==> src/rtl/uart_tx.sv <==
// rtl/uart_tx.sv - UART transmitter: start, LSB-first data, optional parity, stop.
module uart_tx #(
  parameter int DATA_WIDTH     = 8,
  parameter int Prescale_width = 6
) (
  input  logic                      clk,
  input  logic                      reset_n,
  input  logic [Prescale_width-1:0] Prescale,
  input  logic [DATA_WIDTH-1:0]     P_DATA,
  input  logic                      Data_Valid,
  input  logic                      PAR_EN,
  input  logic                      PAR_TYP,
  output logic                      TX_OUT,
  output logic                      Busy
);

  localparam int BW = (DATA_WIDTH > 1) ? $clog2(DATA_WIDTH) : 1;

  typedef enum logic [2:0] {IDLE, START, DATA, PARITY, STOP} state_t;

  state_t                    state_q, state_d;
  logic [DATA_WIDTH-1:0]     shift_q, shift_d;
  logic [DATA_WIDTH-1:0]     data_q, data_d;
  logic                      par_en_q, par_en_d;
  logic                      par_typ_q, par_typ_d;
  logic [Prescale_width-1:0] presc_q, presc_d;
  logic [Prescale_width-1:0] cnt_q, cnt_d;
  logic [BW-1:0]             bit_q, bit_d;
  logic                      tx_q, tx_d;
  logic                      busy_q, busy_d;

  logic [Prescale_width-1:0] presc_eff;
  logic                      bit_end;

  assign presc_eff = (Prescale == '0) ? Prescale_width'(1) : Prescale;
  assign bit_end   = (cnt_q == presc_q - Prescale_width'(1));

  always_ff @(posedge clk or negedge reset_n) begin
    if (!reset_n) begin
      state_q   <= IDLE;
      shift_q   <= '0;
      data_q    <= '0;
      par_en_q  <= 1'b0;
      par_typ_q <= 1'b0;
      presc_q   <= '0;
      cnt_q     <= '0;
      bit_q     <= '0;
      tx_q      <= 1'b1;
      busy_q    <= 1'b0;
    end else begin
      state_q   <= state_d;
      shift_q   <= shift_d;
      data_q    <= data_d;
      par_en_q  <= par_en_d;
      par_typ_q <= par_typ_d;
      presc_q   <= presc_d;
      cnt_q     <= cnt_d;
      bit_q     <= bit_d;
      tx_q      <= tx_d;
      busy_q    <= busy_d;
    end
  end

  always_comb begin
    state_d   = state_q;
    shift_d   = shift_q;
    data_d    = data_q;
    par_en_d  = par_en_q;
    par_typ_d = par_typ_q;
    presc_d   = presc_q;
    cnt_d     = cnt_q;
    bit_d     = bit_q;
    tx_d      = tx_q;
    busy_d    = busy_q;

    if (state_q != IDLE) begin
      cnt_d = bit_end ? '0 : cnt_q + Prescale_width'(1);
    end

    // Acceptance is shared by IDLE and the last stop edge so back-to-back
    // frames start without an idle gap.
    if ((state_q == IDLE || (state_q == STOP && bit_end)) && Data_Valid) begin
      state_d   = START;
      tx_d      = 1'b0;
      busy_d    = 1'b1;
      shift_d   = P_DATA;
      data_d    = P_DATA;
      par_en_d  = PAR_EN;
      par_typ_d = PAR_TYP;
      presc_d   = presc_eff;
      cnt_d     = '0;
    end else begin
      case (state_q)
        IDLE: begin
          tx_d   = 1'b1;
          busy_d = 1'b0;
        end
        START: begin
          if (bit_end) begin
            state_d = DATA;
            tx_d    = shift_q[0];
            shift_d = shift_q >> 1;
            bit_d   = '0;
          end
        end
        DATA: begin
          if (bit_end) begin
            if (bit_q == BW'(DATA_WIDTH - 1)) begin
              if (par_en_q) begin
                state_d = PARITY;
                tx_d    = ^data_q ^ par_typ_q;
              end else begin
                state_d = STOP;
                tx_d    = 1'b1;
              end
            end else begin
              bit_d   = bit_q + BW'(1);
              tx_d    = shift_q[0];
              shift_d = shift_q >> 1;
            end
          end
        end
        PARITY: begin
          if (bit_end) begin
            state_d = STOP;
            tx_d    = 1'b1;
          end
        end
        STOP: begin
          if (bit_end) begin
            state_d = IDLE;
            tx_d    = 1'b1;
            busy_d  = 1'b0;
          end
        end
        default: begin
          state_d = IDLE;
          tx_d    = 1'b1;
          busy_d  = 1'b0;
        end
      endcase
    end
  end

  assign TX_OUT = tx_q;
  assign Busy   = busy_q;

endmodule

==> config.mk <==
export PLATFORM = sky130hd
export DESIGN_NAME = uart_tx
export DESIGN_NICKNAME = d
export VERILOG_FILES = /design/src/rtl/uart_tx.sv
export SDC_FILE = /design/constraint.sdc
export NUM_CORES = 1
export LEC_CHECK = 0
export ABC_AREA = 0
export CAP_MARGIN = 20
export CORE_UTILIZATION = 60
export DETAILED_ROUTE_END_ITERATION = 12
export PLACE_DENSITY = 0.8
export SYNTH_ARGS = -nofsm -noshare
export SYNTH_HDL_FRONTEND = slang
export SYNTH_SLANG_ARGS = --single-unit
==> constraint.sdc <==
create_clock -name clk -period 3.9 [get_ports clk]
set_input_delay 0.585 -clock clk [delete_from_list [all_inputs] [get_ports clk]]
set_output_delay 0.585 -clock clk [all_outputs]
set_load 0.1 [all_outputs]
Yosys cells after proc, flatten, opt, wreduce, memory -nomap -nowiden. Cells that the tools add are included. Widths: inputs -> output; s select.

Input bits: 19. Output and inout bits: 2. Flip-flop bits (word level): 38.

Eq/ne operators: 18. Multiplexer cells: 30. Reductions and logical operators: 17. Bitwise logic cells: 2. Add/subtract/negate cells: 3.

Operators by type and width (count): $mux 8 (4); $mux 3 (9); $mux 6 (4); $pmux 8 s2 (1); $ne 3x3->1 const B (5); $pmux 3 s5 (1); $mux 1 (8); $reduce_xor 8->1 (1); $add 6x1->6 const B (1); $eq 3x2->1 const B (2); $eq 3x3->1 const B (2); $eq 6x6->1 (1); $logic_not 6->1 (1); $ne 2x2->1 const B (3); $pmux 3 s2 (1); $reduce_and 6->1 (1); $reduce_bool 3->1 (2); $sub 6x1->6 const B (1); $reduce_and 5->1 (1); $ne 2x1->1 const B (2); $reduce_and 4->1 (1); $reduce_bool 2->1 (2); $add 3x1->3 const B (1); $eq 3x1->1 const B (1); other kinds (13) (14).

Logic depth before layout (Yosys ltp).
Word-level depth: 7. Mapped depth: 10. Depth with buffers taken out: 8.

Least setup slack after synthesis. No wires, ideal clock.

Path kind: register to register. Start point: reg presc_q[0]. End point: reg shift_q[2]. Path buffers: 0. Data arrival time: 2.084 ns. Setup slack: 1.691 ns. Stages on the path, launching flop included: 9. Path through: dfrtp_1 inv_1 ha_1 xnor2_1 nor2_1 o211ai_1 nor4_4 mux2_2 mux2_4.

Longest elaborated chain between the ends: 7. Elaborated cells on any way between the ends: 11. Classes of those cells: 1 x add/sub; 4 x eq/ne; 1 x mux; 5 x reduce/logical.

RTL lines: from (decl) (line 26) `logic [Prescale_width-1:0] presc_q, presc_d;`; from (signal assigned) (line 56) `presc_q <= presc_d;`; $sub 6x1->6 (*) (line 36) `assign bit_end = (cnt_q == presc_q - Prescale_width'(1));`; $eq 6x6->1 (*) (line 36); $logic_and 1x1->1 (line 82) `if ((state_q == IDLE || (state_q == STOP && bit_end)) && Data_Valid) begin`; $logic_or 1x1->1 (line 82); $logic_and 1x1->1 (line 82); $ne 3x3->1 (no source line) / $reduce_bool 3->1 (equally long branches); $reduce_and 4->1 (no source line); to (signal assigned) (line 52) `shift_q <= shift_d;`; to (decl) (line 22) `logic [DATA_WIDTH-1:0] shift_q, shift_d;`.

Every way passes the cells marked *; elsewhere a longest branch is shown, timed or not. A chain may end at the register's enable or synchronous reset.

Final worst setup path.
Start point: reg presc_q[0]. End point: reg par_typ_q.

Longest elaborated chain between the ends: 5.

RTL lines: $sub 6x1->6 (line 36); $eq 6x6->1 (line 36); $logic_and 1x1->1 (line 82); $logic_or 1x1->1 (line 82); $logic_and 1x1->1 (line 82); to (signal assigned) (line 55) `par_typ_q <= par_typ_d;`; to (decl) (line 25) `logic par_typ_q, par_typ_d;`.

No other way between the ends.

==> run metrics <==
Area contributors post-synth=dfrtp_1, mux2_2, xnor2_1, o21ai_0, a221o_1; CTS Buffer Depth=2; mux contribution to synthesized area=0.0784; status=finished, final reports clean; Max Slew Vio Count=0; Die X=60.3 µm; Filler cells=226; slowest stage delay, CP=0.62 ns; Post-synth EDFFs=0; DRC=0; largest family of logic cells by synthesized area=compound AO/OA/AOI/OAI gates; IR Drop Worst-Case VDD=504 µV; hold buffer count at CTS=0; Layout Cells excl Fill=259; routed len/inst=15.6 µm; number of synthesis warnings=0; FF-to-FF End=par_typ_q; Worst Clk Skew=0.0145 ns; CP cell instances=inv_1, ha_1, and3b_1, o21ai_1, a31oi_1, a21oi_2, or2_1, mux2_2; area fraction in compound gates after synthesis=0.179; Pwr Density=826 nW/µm²; most frequent cells in the layout=dfrtp_1, clkdlybuf4s50_1, xnor2_1, mux2_2; Clk Latency, worst-skew pair=0.35 ns; Syn Nets=217; Mapped Cells=194; H-Tree Level Count=2; overall power=1.91 mW; vias per cell=5.97; Die Ht=60.3 µm; GR met3 Demand/Resource=0.0682; post-placement cell area=2250 µm²; PortBufs=20; CTS tree=done; Crit path required time=4.14 ns; largest net degree at the start of global routing=39; Finished Core Util=0.740; fin crit period=2.91 ns; most common cell after layout, fill and taps aside=dfrtp_1; GR peak layer=met2; met1 Usage GRT=0.342; Synth area leader=dfrtp_1; core area=3130 µm²; Post-CTS Setup Repair Bufs=0; Max Freq=343 MHz; die area=3640 µm²; startpoint types=flip-flop; GPL Wtd Cong=0.817; vias in the first global route=1563; ANT nets after route=0; Static Leakage=0.993 nW; DR iter-0 viols=139; Worst setup EP type=flip-flop; Critical Path AT=3.15 ns; Max Cap Viol=0; Vias=1547; DP Wirelength=2900 µm; total wire length=4030 µm; final setup violation count=0; M2 GR Usage=0.432; worst-margin pin slew=0.956 ns; r2r setup slk=0.99 ns; CTS sink cnt=38; Worst R2R Path Depth=8; Post-CTS Resized=0; share of cells above drive strength 1=0.135; Hold Violations, Final=0; RR Startpoint=presc_q[0]; fin area=2310 µm²; Min Hold Slack=0.302 ns; GR Util All Layers=0.265; hold crit path type=in2async; synthesized cell area=2040 µm²; # rows=20; Ant. Diodes=0; worst setup path category=reg2reg; placed insts=251; drt pass-1 iters=4; CP max FO=19; Synth cell types=44; # IOs=21; syn_area_per_cell=10.5 µm²; CTS Buf Count=5; xor/xnor share of the synthesized area=0.0686; sum of negative setup slack=0 ns; Starting Density=0.653; top-area cell type share of the netlist area=0.453; post-synthesis simple-gate area fraction=0.139; asr flop ratio synth=1.00; clock root buffer master=clkbuf_4; Final Cycle Share=0.746; Layout area overhead=13.4%; Max-slew headroom=0.361; first-pass GRT wire length=6980 µm; Net count, final=237; initial antenna violation count=0; Yosys reg bits=38; post-route setup slack=0.989 ns; Slowest-stage cell, CP=or2_1; gr ovfl total=0; Seq/Total Area, Yosys=0.466; Post-synth top flop=dfrtp_1; Setup WS pre-CTS=0.993 ns; Adder-Cell Fraction of Synth Area=0.0245; Worst-path clk slew=0.13 ns; unrepaired setup endpoints after global routing=false
==> worst max path at each step <==
stage,from,to,slack (ns)
finish,presc_q[0],par_typ_q,0.99
CTS,presc_q[0],par_typ_q,0.97
floorplan,presc_q[0],shift_q[2],1.69
detailed placement,presc_q[0],par_typ_q,0.99
global route,presc_q[0],par_typ_q,0.77
global placement,presc_q[0],data_q[2],1.18
==> worst max-delay path: cells and delay by family, from the launching register on <==
kind | cells | cell delay (ns)
AO/OA/AOI/OAI | 3 | 0.81
flip-flops | 1 | 0.44
buffers and inverters | 1 | 0.07
AND/OR/NAND/NOR | 2 | 0.82
adder cells (fa/ha/maj) | 1 | 0.24
multiplexers | 1 | 0.42
==> report_power, final <==
part	leakage (nW)	total, mW	internal (mW)	switching [mW]
combinational	0.486	0.961	0.444	0.516
sequential	0.473	0.728	0.564	0.164
clock	0.0343	0.224	0.0867	0.137
total	0.993	1.91	1.10	0.817
==> registers in the layout, summed over array words and instances (netlist names) <==
| name | cells |
|---|---|
| Busy | 1 |
| par_en_q | 1 |
| data_q | 8 |
| presc_q | 6 |
| state_q | 3 |
| TX_OUT | 1 |
| cnt_q | 6 |
| par_typ_q | 1 |
| shift_q | 8 |
| bit_q | 3 |
==> layout make-up <==
type / instances / area (µm²) / share of cell area
multi-input cells: 137 / 1000 / 0.432
flip-flops and latches: 38 / 952 / 0.411
repair buffers: 21 / 203 / 0.0876
well taps: 44 / 55.1 / 0.0238
clock buffers: 6 / 51.3 / 0.0222
inverters: 11 / 41.3 / 0.0178
clock inverters: 2 / 12.5 / 0.00541
==> logic make-up after synthesis <==
logic type,after synthesis
AO/OA/AOI/OAI,52
XOR/XNOR,16
adder cells (fa/ha/maj),4
buffers and inverters,19
flip-flops,38
multiplexers,14
AND/OR/NAND/NOR,51
==> routing by layer <==
layer | share of wire | up-vias
met1 | 0.44 | 755
met4 | 0.0099 | 0
li1 | - | 745
met2 | 0.50 | 41
met3 | 0.044 | 6
met5 | 0 | -
==> cell usage after synthesis (4+ instances only) <==
master	count
nand2_1	10
nand2b_1	4
nor2_1	10
dfrtp_1	37
nand3_1	4
a221o_1	5
nor3b_1	6
ha_1	4
a21o_1	5
o22ai_1	5
clkbuf_1	5
mux2_2	12
nor3_1	5
xnor2_1	13
inv_1	11
o21ai_0	11
a31oi_1	6
a21oi_1	6
(Power assumes the default switching activity.)
